==> config.mk <==
export PLATFORM = sky130hd
export DESIGN_NAME = spi_write_scheduler
export DESIGN_NICKNAME = d
export VERILOG_FILES = /design/src/rtl/spi_write_scheduler_pkg.sv /design/src/rtl/spi_frame_tx.sv /design/src/rtl/spi_write_scheduler.sv
export SDC_FILE = /design/constraint.sdc
export NUM_CORES = 1
export LEC_CHECK = 0
export ABC_AREA = 1
export BUFFER_PORTS_ARGS = -buffer_cell sky130_fd_sc_hd__buf_2
export CAP_MARGIN = 20
export CELL_PAD_IN_SITES_DETAIL_PLACEMENT = 0
export CELL_PAD_IN_SITES_GLOBAL_PLACEMENT = 1
export CORE_ASPECT_RATIO = 0.5
export CORE_MARGIN = 3
export CORE_UTILIZATION = 44
export CTS_CLUSTER_SIZE = 40
export DETAILED_ROUTE_END_ITERATION = 10
export PLACE_DENSITY_LB_ADDON = 0.1
export SLEW_MARGIN = 20
export SYNTH_ARGS = -nofsm -noshare
export SYNTH_HDL_FRONTEND = slang
export SYNTH_HIERARCHICAL = 1
export SYNTH_SLANG_ARGS = --single-unit
==> constraint.sdc <==
create_clock -name clk -period 3.73 [get_ports clk]
set_input_delay 0 -clock clk [delete_from_list [all_inputs] [get_ports clk]]
set_output_delay 0 -clock clk [all_outputs]
set_load 0.05 [all_outputs]
==> src/rtl/spi_write_scheduler_pkg.sv <==
// Shared types and constants for the SPI write scheduler.
package spi_write_scheduler_pkg;

    localparam int unsigned ADDR_W     = 7;
    localparam int unsigned DATA_W     = 8;
    localparam int unsigned FRAME_W    = 1 + ADDR_W + DATA_W;
    localparam int unsigned NUM_SHADOW = 5;

    localparam logic              WRITE_BIT = 1'b1;
    localparam logic [ADDR_W-1:0] MAX_ADDR  = 7'd4;

    typedef enum logic [2:0] {
        StIdle,
        StSetup,
        StShiftHi,
        StShiftLo,
        StGap
    } state_e;

    // Assemble the on-wire word: write flag, address, data, MSB first.
    function automatic logic [FRAME_W-1:0] build_frame(input logic [ADDR_W-1:0] addr,
                                                       input logic [DATA_W-1:0] data);
        return {WRITE_BIT, addr, data};
    endfunction

endpackage

==> src/rtl/spi_frame_tx.sv <==
// Frame datapath: shift register, bit counter and SCLK half-period divider.
// Sequencing is owned by the scheduler FSM, which drives load/run/shift.
module spi_frame_tx
    import spi_write_scheduler_pkg::*;
#(
    parameter int unsigned CLK_DIV = 4
) (
    input  logic               clk,
    input  logic               rst,
    input  logic               load,
    input  logic [FRAME_W-1:0] frame,
    input  logic               run,
    input  logic               shift,
    output logic               div_done,
    output logic               frame_end,
    output logic               msb
);

    logic [FRAME_W-1:0] shreg_q, shreg_d;
    logic [4:0]         bit_q, bit_d;
    logic [7:0]         div_q, div_d;

    assign div_done  = (div_q == 8'(CLK_DIV - 1));
    // bit_q counts falling SCLK edges; 16 means every bit has been presented.
    assign frame_end = (bit_q == 5'(FRAME_W));
    assign msb       = shreg_q[FRAME_W-1];

    // Next-state for shift register, bit counter and phase divider.
    always_comb begin
        shreg_d = shreg_q;
        bit_d   = bit_q;
        div_d   = div_q;
        if (load) begin
            shreg_d = frame;
            bit_d   = '0;
            div_d   = '0;
        end else begin
            if (run) begin
                div_d = div_done ? 8'd0 : div_q + 8'd1;
            end else begin
                div_d = '0;
            end
            if (shift) begin
                shreg_d = {shreg_q[FRAME_W-2:0], 1'b0};
                bit_d   = bit_q + 5'd1;
            end
        end
    end

    // Datapath registers.
    always_ff @(posedge clk or negedge rst) begin
        if (!rst) begin
            shreg_q <= '0;
            bit_q   <= '0;
            div_q   <= '0;
        end else begin
            shreg_q <= shreg_d;
            bit_q   <= bit_d;
            div_q   <= div_d;
        end
    end

endmodule

==> src/rtl/spi_write_scheduler.sv <==
// Two-requester SPI register-write scheduler with round-robin arbitration.
// Optional build macro WRITE_SHADOW_EN keeps a shadow copy of registers 0..4
// and suppresses writes that would not change the target value.
module spi_write_scheduler
    import spi_write_scheduler_pkg::*;
#(
    parameter int unsigned CLK_DIV = 4,
    parameter int unsigned CS_GAP  = 2
) (
    input  logic              clk,
    input  logic              rst,
    input  logic              req0_valid,
    input  logic [ADDR_W-1:0] req0_addr,
    input  logic [DATA_W-1:0] req0_data,
    output logic              req0_ready,
    input  logic              req1_valid,
    input  logic [ADDR_W-1:0] req1_addr,
    input  logic [DATA_W-1:0] req1_data,
    output logic              req1_ready,
    output logic              cs_n,
    output logic              sclk,
    output logic              copi,
    output logic              busy,
    output logic              done,
    output logic              err
);

    // The IDLE accept cycle is the last cycle of the inter-frame gap, so the
    // GAP state itself only needs CS_GAP-1 cycles (none when CS_GAP is 1).
    localparam state_e     AfterFrame = (CS_GAP > 1) ? StGap : StIdle;
    localparam logic [7:0] GapLoad    = 8'((CS_GAP > 1) ? CS_GAP - 2 : 0);

    state_e            state_q, state_d;
    logic              ptr_q, ptr_d;
    logic              armed_q;
    logic [7:0]        gap_q, gap_d;
    logic              done_q, done_d;
    logic              err_q, err_d;

    logic              grant0, grant1, accept;
    logic [ADDR_W-1:0] sel_addr;
    logic [DATA_W-1:0] sel_data;
    logic              illegal, skip;
    logic              in_frame, frame_fin;
    logic              tx_load, tx_shift, div_done, frame_end, tx_msb;

    // ptr_q set means req1 has priority on a tie.
    assign grant0   = req0_valid & (~req1_valid | ~ptr_q);
    assign grant1   = req1_valid & (~req0_valid | ptr_q);
    // armed_q holds off grants until the first edge after reset release.
    assign accept   = armed_q & (state_q == StIdle) & (req0_valid | req1_valid);
    assign sel_addr = grant0 ? req0_addr : req1_addr;
    assign sel_data = grant0 ? req0_data : req1_data;
    assign illegal  = (sel_addr > MAX_ADDR);

    assign in_frame  = (state_q == StSetup) | (state_q == StShiftHi) | (state_q == StShiftLo);
    assign frame_fin = (state_q == StShiftLo) & div_done & frame_end;

    assign req0_ready = accept & grant0;
    assign req1_ready = accept & grant1;
    assign cs_n       = ~in_frame;
    assign sclk       = (state_q == StShiftHi);
    assign copi       = in_frame & tx_msb;
    assign busy       = (state_q != StIdle) | accept;
    assign done       = done_q;
    assign err        = err_q;

`ifdef WRITE_SHADOW_EN
    logic [DATA_W-1:0] shadow_q [NUM_SHADOW];
    logic [2:0]        pend_addr_q;
    logic [DATA_W-1:0] pend_data_q;

    assign skip = ~illegal & (shadow_q[sel_addr[2:0]] == sel_data);

    // Remember the in-flight write so the shadow updates only when it completes.
    always_ff @(posedge clk or negedge rst) begin
        if (!rst) begin
            pend_addr_q <= '0;
            pend_data_q <= '0;
        end else if (tx_load) begin
            pend_addr_q <= sel_addr[2:0];
            pend_data_q <= sel_data;
        end
    end

    // Shadow copy of registers 0..4.
    always_ff @(posedge clk or negedge rst) begin
        if (!rst) begin
            for (int i = 0; i < NUM_SHADOW; i++) begin
                shadow_q[i] <= '0;
            end
        end else if (frame_fin) begin
            shadow_q[pend_addr_q] <= pend_data_q;
        end
    end
`else
    assign skip = 1'b0;
`endif

    // Frame sequencing: accept, setup, 16 SCLK periods, then gap.
    always_comb begin
        state_d  = state_q;
        gap_d    = gap_q;
        ptr_d    = ptr_q;
        done_d   = 1'b0;
        err_d    = 1'b0;
        tx_load  = 1'b0;
        tx_shift = 1'b0;
        case (state_q)
            StIdle: begin
                if (accept) begin
                    ptr_d = grant0;
                    if (illegal || skip) begin
                        done_d  = 1'b1;
                        err_d   = illegal;
                        state_d = AfterFrame;
                        gap_d   = GapLoad;
                    end else begin
                        tx_load = 1'b1;
                        state_d = StSetup;
                    end
                end
            end
            StSetup: begin
                if (div_done) begin
                    state_d = StShiftHi;
                end
            end
            StShiftHi: begin
                if (div_done) begin
                    state_d  = StShiftLo;
                    tx_shift = 1'b1;
                end
            end
            StShiftLo: begin
                if (div_done) begin
                    if (frame_end) begin
                        done_d  = 1'b1;
                        state_d = AfterFrame;
                        gap_d   = GapLoad;
                    end else begin
                        state_d = StShiftHi;
                    end
                end
            end
            StGap: begin
                if (gap_q == 8'd0) begin
                    state_d = StIdle;
                end else begin
                    gap_d = gap_q - 8'd1;
                end
            end
            default: state_d = StIdle;
        endcase
    end

    // Control state registers.
    always_ff @(posedge clk or negedge rst) begin
        if (!rst) begin
            state_q <= StIdle;
            ptr_q   <= 1'b0;
            armed_q <= 1'b0;
            gap_q   <= '0;
            done_q  <= 1'b0;
            err_q   <= 1'b0;
        end else begin
            state_q <= state_d;
            ptr_q   <= ptr_d;
            armed_q <= 1'b1;
            gap_q   <= gap_d;
            done_q  <= done_d;
            err_q   <= err_d;
        end
    end

    spi_frame_tx #(
        .CLK_DIV (CLK_DIV)
    ) u_frame_tx (
        .clk       (clk),
        .rst       (rst),
        .load      (tx_load),
        .frame     (build_frame(sel_addr, sel_data)),
        .run       (in_frame),
        .shift     (tx_shift),
        .div_done  (div_done),
        .frame_end (frame_end),
        .msb       (tx_msb)
    );

endmodule

==> flow_metrics.py <==
metrics = {
    "cts": {
        "root_buffer": "clkbuf_16",
        "cts-resized-gates": 0,
        "cts.sinks": 44,
        "cts_setup_buffers": 0,
        "tritoncts": "done",
        "numCtsBuffers": 5,
        "htreeDepth": 2,
        "cts_buffer_depth": 2,
        "cts_hold_buf": 1,
        "clkTransAtPathRegs_ns": 0.06,
        "insertion_delay_ns": 0.28,
    },
    "critical_path": {
        "cp-start-kind": "flop",
        "regToRegStartpoint": "ptr_q$_DFFE_PN0P_",
        "required_ns": 3.95,
        "cp.arrival_ns": 2.36,
        "crit_slowest_cell": "dfrtp_1",
        "crit_fanout": 18,
        "startpoint": "ptr_q$_DFFE_PN0P_",
        "crit_path_frequent_cell": "nand2_1",
        "crit_type": "reg -> reg",
        "path_cells": "nand2_2 -> nand2_4 -> inv_2 -> nand2_1 -> nand2_1 -> nand2_4 -> nand2_1 -> nor2_1 -> buf_4 -> inv_4 -> nand2_2 -> inv_2 -> nand2_1 -> nand3_1",
        "cp-end-kind": "flop",
        "max_stage_delay_ns": 0.39,
    },
    "die": {
        "coreArea_um2": 5705,
        "die_x_um": 116.8,
        "initial_utilization": 0.4730,
        "chipHeight_um": 61.38,
        "dieArea_um2": 7167,
        "boundaryPins": 42,
        "rows": 19,
    },
    "hold_path": {
        "min_from": "req0_data[7]",
        "min_path_type": "in -> reg",
    },
    "sta": {
        "drv_slew": 0,
        "worstMarginPinSlew_ns": 0.5844,
        "slew_headroom": 0.6104,
        "rsz0062_at_grt": "no",
        "whs_ns": 0.04108,
        "min_period_ns": 2.146,
        "period_share": 0.5752,
        "hold_violations": 0,
        "final-setup-viol-count": 0,
        "fmax_mhz": 466.1,
        "setup_tns_ns": 0,
        "skew_ns": 0.002402,
    },
    "cells_and_area": {
        "area_delta_synth_final_pct": 15.02,
        "fillers": 567,
        "fin_nets": 463,
        "drive_above_1_share": 0.1863,
        "seqCellArea_um2": 1101,
        "multi_input_area_um2": 1344,
        "diodes": 0,
    },
    "logic_synthesis": {
        "synthCells": 379,
        "ys_seq_area_frac": 0.4080,
        "synth_warnings": 6,
        "synth-seq-cells": 44,
        "synth.avg_cell_area_um2": 7.121,
        "syn_area_um2": 2699,
        "ys_types": 33,
    },
    "drt": {
        "drt-initial-drc-count": 176,
        "firstDrtPassIters": 4,
        "drt_wl_total_mm": 5.762,
        "detail-route-antenna-nets": 0,
        "drt_drc_violations_left": 0,
        "routedWlPerCell_um": 11.59,
        "vias": 2449,
        "vias_per_cell": 4.928,
    },
    "outcome": {
        "outcome": "finished clean",
    },
    "global_routing": {
        "grt_pass1_wl_mm": 9.998,
        "gr-total-overflow": 0,
        "grt_antenna_before_repair": 0,
        "first_global_vias": 2165,
        "grt_max_degree": 45,
        "grt_usage": 0.1795,
    },
    "placed_design": {
        "portBuffers": 41,
        "dpl.hpwl_mm": 4.310,
        "gp_congestion": 0.7748,
    },
    "pwr": {
        "ir_drop_v": 0.0002367,
        "power.density_nw_per_um2": 616.1,
        "power_leakage_nw": 1.656,
    },
    "job": {
        "cap_violations": 0,
    },
}
-- logic make-up (layout without fill, tap and decap cells) --
group | after synthesis | count (layout) | synth area share
xor+xnor | 2 | 2 | 0.006492
flops | 44 | 44 | 0.4080
fa+ha+maj | 5 | 5 | 0.02318
simple gates | 243 | 243 | 0.4140
buf+inv | 59 | 103 | 0.09550
other cells | 1 | 2 | 0.001389
compound gates | 25 | 25 | 0.05146
-- critical path, delay by kind of cell, from the launching register on --
| family | cells | cell delay, ns |
|---|---|---|
| buffers and inverters | 4 | 0.70 |
| flip-flops | 1 | 0.39 |
| AND/OR/NAND/NOR | 10 | 0.99 |
-- final timing paths --
path	endpoint	slack, ns	cells after the start
worst min register to register	gap_q[1]$_DFFE_PN0P_	0.48	2
max in group asynchronous	state_q[1]$_DFFE_PN0P_	3.06	2
min in group asynchronous	gap_q[5]$_DFFE_PN0P_	0.25	2
worst max register to register	u_frame_tx/shreg_q[4]$_DFFE_PN0P_	1.58	14
worst max-delay path	u_frame_tx/shreg_q[4]$_DFFE_PN0P_	1.58	14
worst min-delay path	u_frame_tx/shreg_q[7]$_DFFE_PN0P_	0.04	5
-- per-stage QoR --
step,area [um^2],instances,power (mW),worst slack (ns),util
final,3104,497,1.912,1.584,0.5441
after CTS,3102,497,1.944,1.575,0.5436
after detailed placement,2958,489,1.513,1.605,0.5184
after global placement,2958,489,1.502,1.688,0.5184
after floorplan,2703,380,1.336,1.106,-
after global routing,3104,497,2.094,1.305,0.5441
-- layout make-up --
cell class              count  area share
well taps                  73     0.02942
repair buffers             43     0.07255
flip-flops and latches     44      0.3547
clock inverters             1    0.001612
clock buffers               6     0.04152
inverters                  53     0.06731
multi-input cells         277      0.4329
-- synth_stat cells, drive strengths merged --
cell type,count,share of area
nand2,151,0.22
inv,53,0.077
dfrtp,44,0.41
nor2,44,0.083
nand3,36,0.078
a21oi,10,0.019
o21ai,10,0.019
nand3b,6,0.017
ha,5,0.023
buf,4,0.015
nor3,4,0.0074
clkbuf,2,0.0028
o221ai,2,0.0065
a21o,1,0.0028
a31oi,1,0.0023
and2,1,0.0023
conb,1,0.0014
o211ai,1,0.0028
or2,1,0.0023
xnor2,1,0.0032
xor2,1,0.0032
-- metal layers --
layer | up-vias | GRT usage | part of all wire
met2 | 37 | 0.2789 | 0.44
met3 | 2 | 0.04809 | 0.042
met4 | 0 | 0.02941 | 0.0028
met1 | 1151 | 0.2587 | 0.51
met5 | - | 0 | 0
li1 | 1259 | - | -
-- power breakdown --
part	switching, mW	leakage [nW]	internal, mW
registers	0.0867	0.594	0.600
logic	0.537	0.995	0.274
clock network	0.171	0.0667	0.243
total	0.795	1.66	1.12
-- flip-flops by register name, indices dropped and copies added (netlist names) --
register / count
u_frame_tx/shreg_q: 16
gap_q: 8
u_frame_tx/div_q: 8
u_frame_tx/bit_q: 5
state_q: 3
armed_q: 1
done: 1
err: 1
ptr_q: 1
-- layout by cell type (no fill, tap or decap), types with 6 or more instances in the layout --
cell type and instances:
inv_1 44, buf_2 40, nand2_2 6, dfrtp_1 44
o21ai_0 9, nand3_1 33, inv_2 6, nor2_1 35
nand2_1 142, a21oi_1 10, nand3b_1 6
(Power assumes the default switching activity.)
